File: config.mk
export PLATFORM = sky130hd
export DESIGN_NAME = color_bounce_sequencer
export DESIGN_NICKNAME = d
export VERILOG_FILES = /design/src/rtl/color_bounce_sequencer.sv
export SDC_FILE = /design/constraint.sdc
export NUM_CORES = 1
export LEC_CHECK = 0
export ABC_CLOCK_PERIOD_IN_PS = 2660
export BUFFER_PORTS_ARGS = -buffer_cell sky130_fd_sc_hd__buf_4
export CAP_MARGIN = 0
export CORE_UTILIZATION = 50
export DETAILED_ROUTE_END_ITERATION = 12
export GPL_TIMING_DRIVEN = 0
export PLACE_DENSITY_LB_ADDON = 0.25
export SYNTH_ARGS = -nofsm -noshare
export SYNTH_HDL_FRONTEND = slang
export SYNTH_SLANG_ARGS = --single-unit
File: constraint.sdc
create_clock -name clk -period 2.66 [get_ports clk]
set_input_delay 0.133 -clock clk [delete_from_list [all_inputs] [get_ports clk]]
set_output_delay 0.133 -clock clk [all_outputs]
set_load 0.01 [all_outputs]
File: src/rtl/color_bounce_sequencer.sv
// Color Bounce frame sequencer. It divides clk into frame ticks. Each frame it
// runs one erase -> update -> latch -> draw pass, handshaking with the
// plotters and the updater. It also handles start/game-over and sticky errors.
module color_bounce_sequencer #(
   parameter int FRAME_DIV = 833334,
   parameter int TIMEOUT   = 65535,
   parameter int OVER_HOLD = 120
) (
   input  logic        clk,
   input  logic        resetn,
   input  logic        start,
   input  logic        upd_gameover,
   input  logic        erase_done,
   input  logic        draw_done,
   output logic [1:0]  statesig,
   output logic        init_go,
   output logic        erase_go,
   output logic        draw_go,
   output logic        load_regs,
   output logic        playing,
   output logic        game_over,
   output logic        overrun,
   output logic        timeout_err,
   output logic [15:0] frames
);

   localparam int DIV_W  = (FRAME_DIV > 1) ? $clog2(FRAME_DIV) : 1;
   localparam int WD_W   = $clog2(TIMEOUT + 1);
   localparam int HOLD_W = $clog2(OVER_HOLD + 1);

   localparam logic [DIV_W-1:0]  DIV_LAST  = DIV_W'(FRAME_DIV - 1);
   localparam logic [WD_W-1:0]   WD_LAST   = WD_W'(TIMEOUT - 1);
   localparam logic [HOLD_W-1:0] HOLD_LAST = HOLD_W'(OVER_HOLD - 1);

   typedef enum logic [2:0] {
      S_IDLE, S_INIT, S_WAIT, S_ERASE, S_UPDATE, S_LATCH, S_DRAW, S_OVER
   } state_t;

   state_t             state_q, state_d;
   logic [DIV_W-1:0]   div_q, div_d;
   logic [WD_W-1:0]    wd_q, wd_d;
   logic [HOLD_W-1:0]  hold_q, hold_d;
   logic [15:0]        frames_q, frames_d;
   logic               pend_q, pend_d;
   logic               overrun_q, overrun_d;
   logic               tmo_q, tmo_d;
   logic               start_q, start_d;
   // start_arm_q masks the first sampled cycle after reset. A start that is
   // already held high at reset release is then not seen as an edge.
   logic               start_arm_q, start_arm_d;
   logic               tick;
   logic               start_edge;

   // State and counter registers, all cleared by the asynchronous reset.
   always_ff @(posedge clk or negedge resetn) begin
      if (!resetn) begin
         state_q     <= S_IDLE;
         div_q       <= '0;
         wd_q        <= '0;
         hold_q      <= '0;
         frames_q    <= '0;
         pend_q      <= 1'b0;
         overrun_q   <= 1'b0;
         tmo_q       <= 1'b0;
         start_q     <= 1'b0;
         start_arm_q <= 1'b0;
      end else begin
         state_q     <= state_d;
         div_q       <= div_d;
         wd_q        <= wd_d;
         hold_q      <= hold_d;
         frames_q    <= frames_d;
         pend_q      <= pend_d;
         overrun_q   <= overrun_d;
         tmo_q       <= tmo_d;
         start_q     <= start_d;
         start_arm_q <= start_arm_d;
      end
   end

   // Next-state logic: frame divider, FSM transitions, counters and decoded outputs.
   always_comb begin
      tick        = (div_q == DIV_LAST);
      div_d       = tick ? '0 : div_q + DIV_W'(1);
      start_d     = start;
      start_arm_d = 1'b1;
      start_edge  = start & ~start_q & start_arm_q;

      state_d     = state_q;
      wd_d        = '0;
      hold_d      = hold_q;
      frames_d    = frames_q;
      pend_d      = pend_q;
      overrun_d   = overrun_q;
      tmo_d       = tmo_q;

      statesig    = 2'b00;
      init_go     = 1'b0;
      erase_go    = 1'b0;
      draw_go     = 1'b0;
      load_regs   = 1'b0;
      playing     = 1'b0;
      game_over   = 1'b0;

      // A second tick before the first was consumed means the pass overran.
      if (tick && pend_q && (state_q != S_IDLE)) overrun_d = 1'b1;

      case (state_q)
         S_IDLE: begin
            if (start_edge) state_d = S_INIT;
         end
         S_INIT: begin
            init_go   = 1'b1;
            playing   = 1'b1;
            frames_d  = '0;
            overrun_d = 1'b0;
            tmo_d     = 1'b0;
            pend_d    = 1'b0;
            state_d   = S_WAIT;
         end
         S_WAIT: begin
            playing = 1'b1;
            if (pend_q) begin
               pend_d  = 1'b0;
               state_d = S_ERASE;
            end
         end
         S_ERASE: begin
            statesig = 2'b01;
            playing  = 1'b1;
            erase_go = (wd_q == '0);
            if (erase_done) begin
               state_d = S_UPDATE;
            end else if (wd_q == WD_LAST) begin
               tmo_d   = 1'b1;
               state_d = S_UPDATE;
            end else begin
               wd_d = wd_q + WD_W'(1);
            end
         end
         S_UPDATE: begin
            statesig = 2'b10;
            playing  = 1'b1;
            state_d  = S_LATCH;
         end
         S_LATCH: begin
            load_regs = 1'b1;
            playing   = 1'b1;
            if (upd_gameover) begin
               hold_d  = '0;
               state_d = S_OVER;
            end else begin
               state_d = S_DRAW;
            end
         end
         S_DRAW: begin
            statesig = 2'b11;
            playing  = 1'b1;
            draw_go  = (wd_q == '0);
            if (draw_done || (wd_q == WD_LAST)) begin
               if (!draw_done) tmo_d = 1'b1;
               if (frames_q != 16'hFFFF) frames_d = frames_q + 16'd1;
               state_d = S_WAIT;
            end else begin
               wd_d = wd_q + WD_W'(1);
            end
         end
         S_OVER: begin
            game_over = 1'b1;
            if (start_edge) begin
               state_d = S_INIT;
            end else if (tick) begin
               hold_d = hold_q + HOLD_W'(1);
               if (hold_q == HOLD_LAST) state_d = S_IDLE;
            end
         end
         default: state_d = S_IDLE;
      endcase

      // A tick always lands in tick_pending, even on a cycle that clears it.
      if (tick) pend_d = 1'b1;
   end

   assign overrun     = overrun_q;
   assign timeout_err = tmo_q;
   assign frames      = frames_q;

endmodule

==> results_dict.tcl <==
set metrics [dict create \
    num_vias 3103 \
    slew_headroom 0.438 \
    worst_ep_arrival_time_ns 2.72 \
    leakage_nw 1.81 \
    htreeDepth 3 \
    hp-start "erase_done" \
    fillers 622 \
    gp_congestion 0.852 \
    dr.pass1.iters 4 \
    grt_pass1_vias 2923 \
    yosysSeqAreaShare 0.458 \
    stdcell_area_um2 4200 \
    grt_antenna_before_repair 0 \
    drtIter0Drc 203 \
    finalPower_mw 2.69 \
    min_to "wd_q[1]" \
    cts-root-buf "clkbuf_8" \
    cts.sinks 67 \
    synth_top_area_frac 0.458 \
    track_usage 0.228 \
    wl_met2_um 3900 \
    synthTopCellsByArea "dfrtp_1 (46%), nor2_1 (5.0%), ha_1 (4.1%)" \
    placed_area_um2 4020 \
    synth_warnings 0 \
    crit_path_max_fanout 10 \
    synth.distinct_cells 50 \
    post-synth-top-area-cell "dfrtp_1" \
    synth_commonest_cells "dfrtp_1 (67), nor2_1 (49), nand2_1 (34)" \
    wire_per_inst_um 15.1 \
    layout_min_cycle_time_ns 2.44 \
    powerDensity_nw_per_um2 640 \
    status "finished clean" \
    cts_tree "done" \
    die_y_um 87.6 \
    die-area_um2 7670 \
    worst-r2r-cell-count 9 \
    cp-end-kind "register" \
    ir_drop_mv 0.342 \
    worst_slew_pin_slew_ns 0.843 \
    layout.nets 454 \
    ios 32 \
    postSynth.asyncResetShare 1.00 \
    synth.most_common_cell "dfrtp_1" \
    rsz0062_at_grt "false" \
    port_buffers 31 \
    drive_gt1_frac 0.135 \
    syn_nets 411 \
    hold_class "input pin to register" \
    critPathRequiredTime_ns 2.94 \
    r2r_setup_slack_ns 0.22 \
    period_share 0.919 \
    post-cts-setup-buffers 0 \
    met3_length_um 314 \
    area_growth_pct 14.7 \
    max_freq_mhz 409 \
    core_area_um2 6940 \
    grt_max_degree 68 \
    clk-insertion-delay-late_ns 0.35 \
    drc 0 \
    cap_violations 0 \
    r2r_end "frames[10]" \
    cpPeakStageDelay_ns 0.43 \
    grt_pass1_wl_um 13500 \
    core.rowCount 30 \
    route.detailed.vias_per_inst 5.82 \
    netlist_instances 393 \
    cts_buffers 9 \
    rr_startpoint "state_q[0]" \
    grt_overflow 0 \
    met1_length_um 3750 \
    cpMaxStageDelayCell "dfrtp_1" \
    whs_path_depth 4 \
    ys.flop_type "dfrtp_1" \
    crit_family "simple AND/OR/NAND/NOR gates" \
    crit_path_start_kind "register" \
    synthesis.area_um2 3660 \
    wl_um 8060 \
    post-dp-hpwl_um 5540 \
    antenna_left 0 \
    clock_skew_ns 0.0103 \
    criticalPathCategory "register to register" \
    start_util 0.528 \
    clk_pin_slew_worst_paths_ns 0.07 \
    diodes 0 \
    finalSetupViolations 0 \
    clockBufferDepth 2 \
    avgSynthCellArea_um2 9.32 \
    path_cells "inv_1 > ha_1 > and2_2 > or2b_1 > o22ai_4 > buf_6 > buf_2 > o31ai_1 > a21oi_1" \
    final.setup.tns_ns 0 \
    synth_edf_count 0 \
    synth_seq_cells 67 \
    slew_violations 0 \
    top_layer_used "met4" \
    finalHoldViolCount 0 \
    cp_num_buf_inv 3 \
    fp.dieW_um 87.6 \
]
## worst max path at each step
stage	start	slack, ns	cells past startpoint	end
after floorplan	state_q[0]	0.49	9	frames[4]
after global placement	state_q[0]	-0.04	9	frames[10]
after detailed placement	state_q[0]	-0.10	9	frames[10]
after CTS	state_q[0]	0.02	9	frames[8]
after global routing	state_q[0]	0.0004	9	frames[8]
final	state_q[0]	0.22	9	frames[10]
## final cells by class
class / instances / area (um2) / area share
Buffer: 13 / 65.1 / 0.0155
Clock buffer: 12 / 155 / 0.0369
Inverter: 13 / 48.8 / 0.0116
Multi-Input combinational cell: 299 / 1880 / 0.448
Sequential cell: 67 / 1680 / 0.399
Tap cell: 96 / 120 / 0.0286
Timing Repair Buffer: 33 / 253 / 0.0602
## placed cells by master, fill, tap and decap left out, drive strengths merged, types with 3 or more instances in the layout
master,instances
or4,16
or3,6
nand3,20
clkbuf,22
inv,13
nand2b,7
ha,12
o21ai,12
buf,34
dfrtp,67
nand4,16
a21oi,21
o31ai,15
a31oi,3
xnor2,11
and3,4
xor2,16
nor2,49
nand2,34
o41ai,4
nor4,6
and2,9
or2,4
nor3,9
## metal layers
metal	vias up	GRT usage
li1	1501	-
met1	1526	0.290
met2	64	0.390
met3	12	0.0622
met4	0	0.0537
met5	-	0
## report_power, final
group / leakage, nW / total, mW / switching (mW) / internal (mW)
clock: 0.0803 / 0.730 / 0.361 / 0.369
sequential: 0.910 / 1.11 / 0.0474 / 1.06
combinational: 0.822 / 0.852 / 0.523 / 0.329
## flip-flops by register name (all words and copies together), names as in the netlist
| register | count |
|---|---|
| hold_q | 7 |
| timeout_err | 1 |
| start_q | 1 |
| start_arm_q | 1 |
| state_q | 3 |
| pend_q | 1 |
| overrun | 1 |
| wd_q | 16 |
| frames | 16 |
| div_q | 20 |
## cells by family (layout without fill, tap and decap cells)
kind of cell / Yosys count / in the layout / share of synthesized area
multiplexers: 4 / 4 / 0.0116
buffers and inverters: 27 / 71 / 0.0311
adder cells (fa/ha/maj): 12 / 12 / 0.0410
AO/OA/AOI/OAI: 67 / 67 / 0.119
other: 1 / 1 / 0.00102
flip-flops: 67 / 67 / 0.458
AND/OR/NAND/NOR: 188 / 188 / 0.274
XOR/XNOR: 27 / 27 / 0.0645
## metrics by stage
stage / util / std cells / setup WS, ns / hold WS [ns]
final: 0.605 / 533 / 0.215 / 0.284
after global routing: 0.605 / 533 / 0.000417 / 0.313
after CTS: 0.604 / 534 / 0.0183 / 0.278
after detailed placement: 0.578 / 520 / -0.104 / 0.256
after global placement: 0.578 / 520 / -0.0379 / 0.253
after floorplan: - / 393 / 0.486 / -0.163
## worst reg2reg max path, cell delays in order (launching register included)
cell and delay [ns]:
dfrtp_1 0.43, inv_1 0.12, ha_1 0.28, and2_2 0.28, or2b_1 0.31, o22ai_4 0.30, buf_6 0.19, buf_2 0.22
o31ai_1 0.12, a21oi_1 0.13
## timing repair
item | in CTS | in global routing
hold buffers | 2 | 0
gates cloned | 0 | 0
hold endpoints to repair | 68 | 0
gates resized for setup | 1 | 7
setup endpoints to repair | 9 | 11
Note: power is estimated with default switching activity, not from simulation.
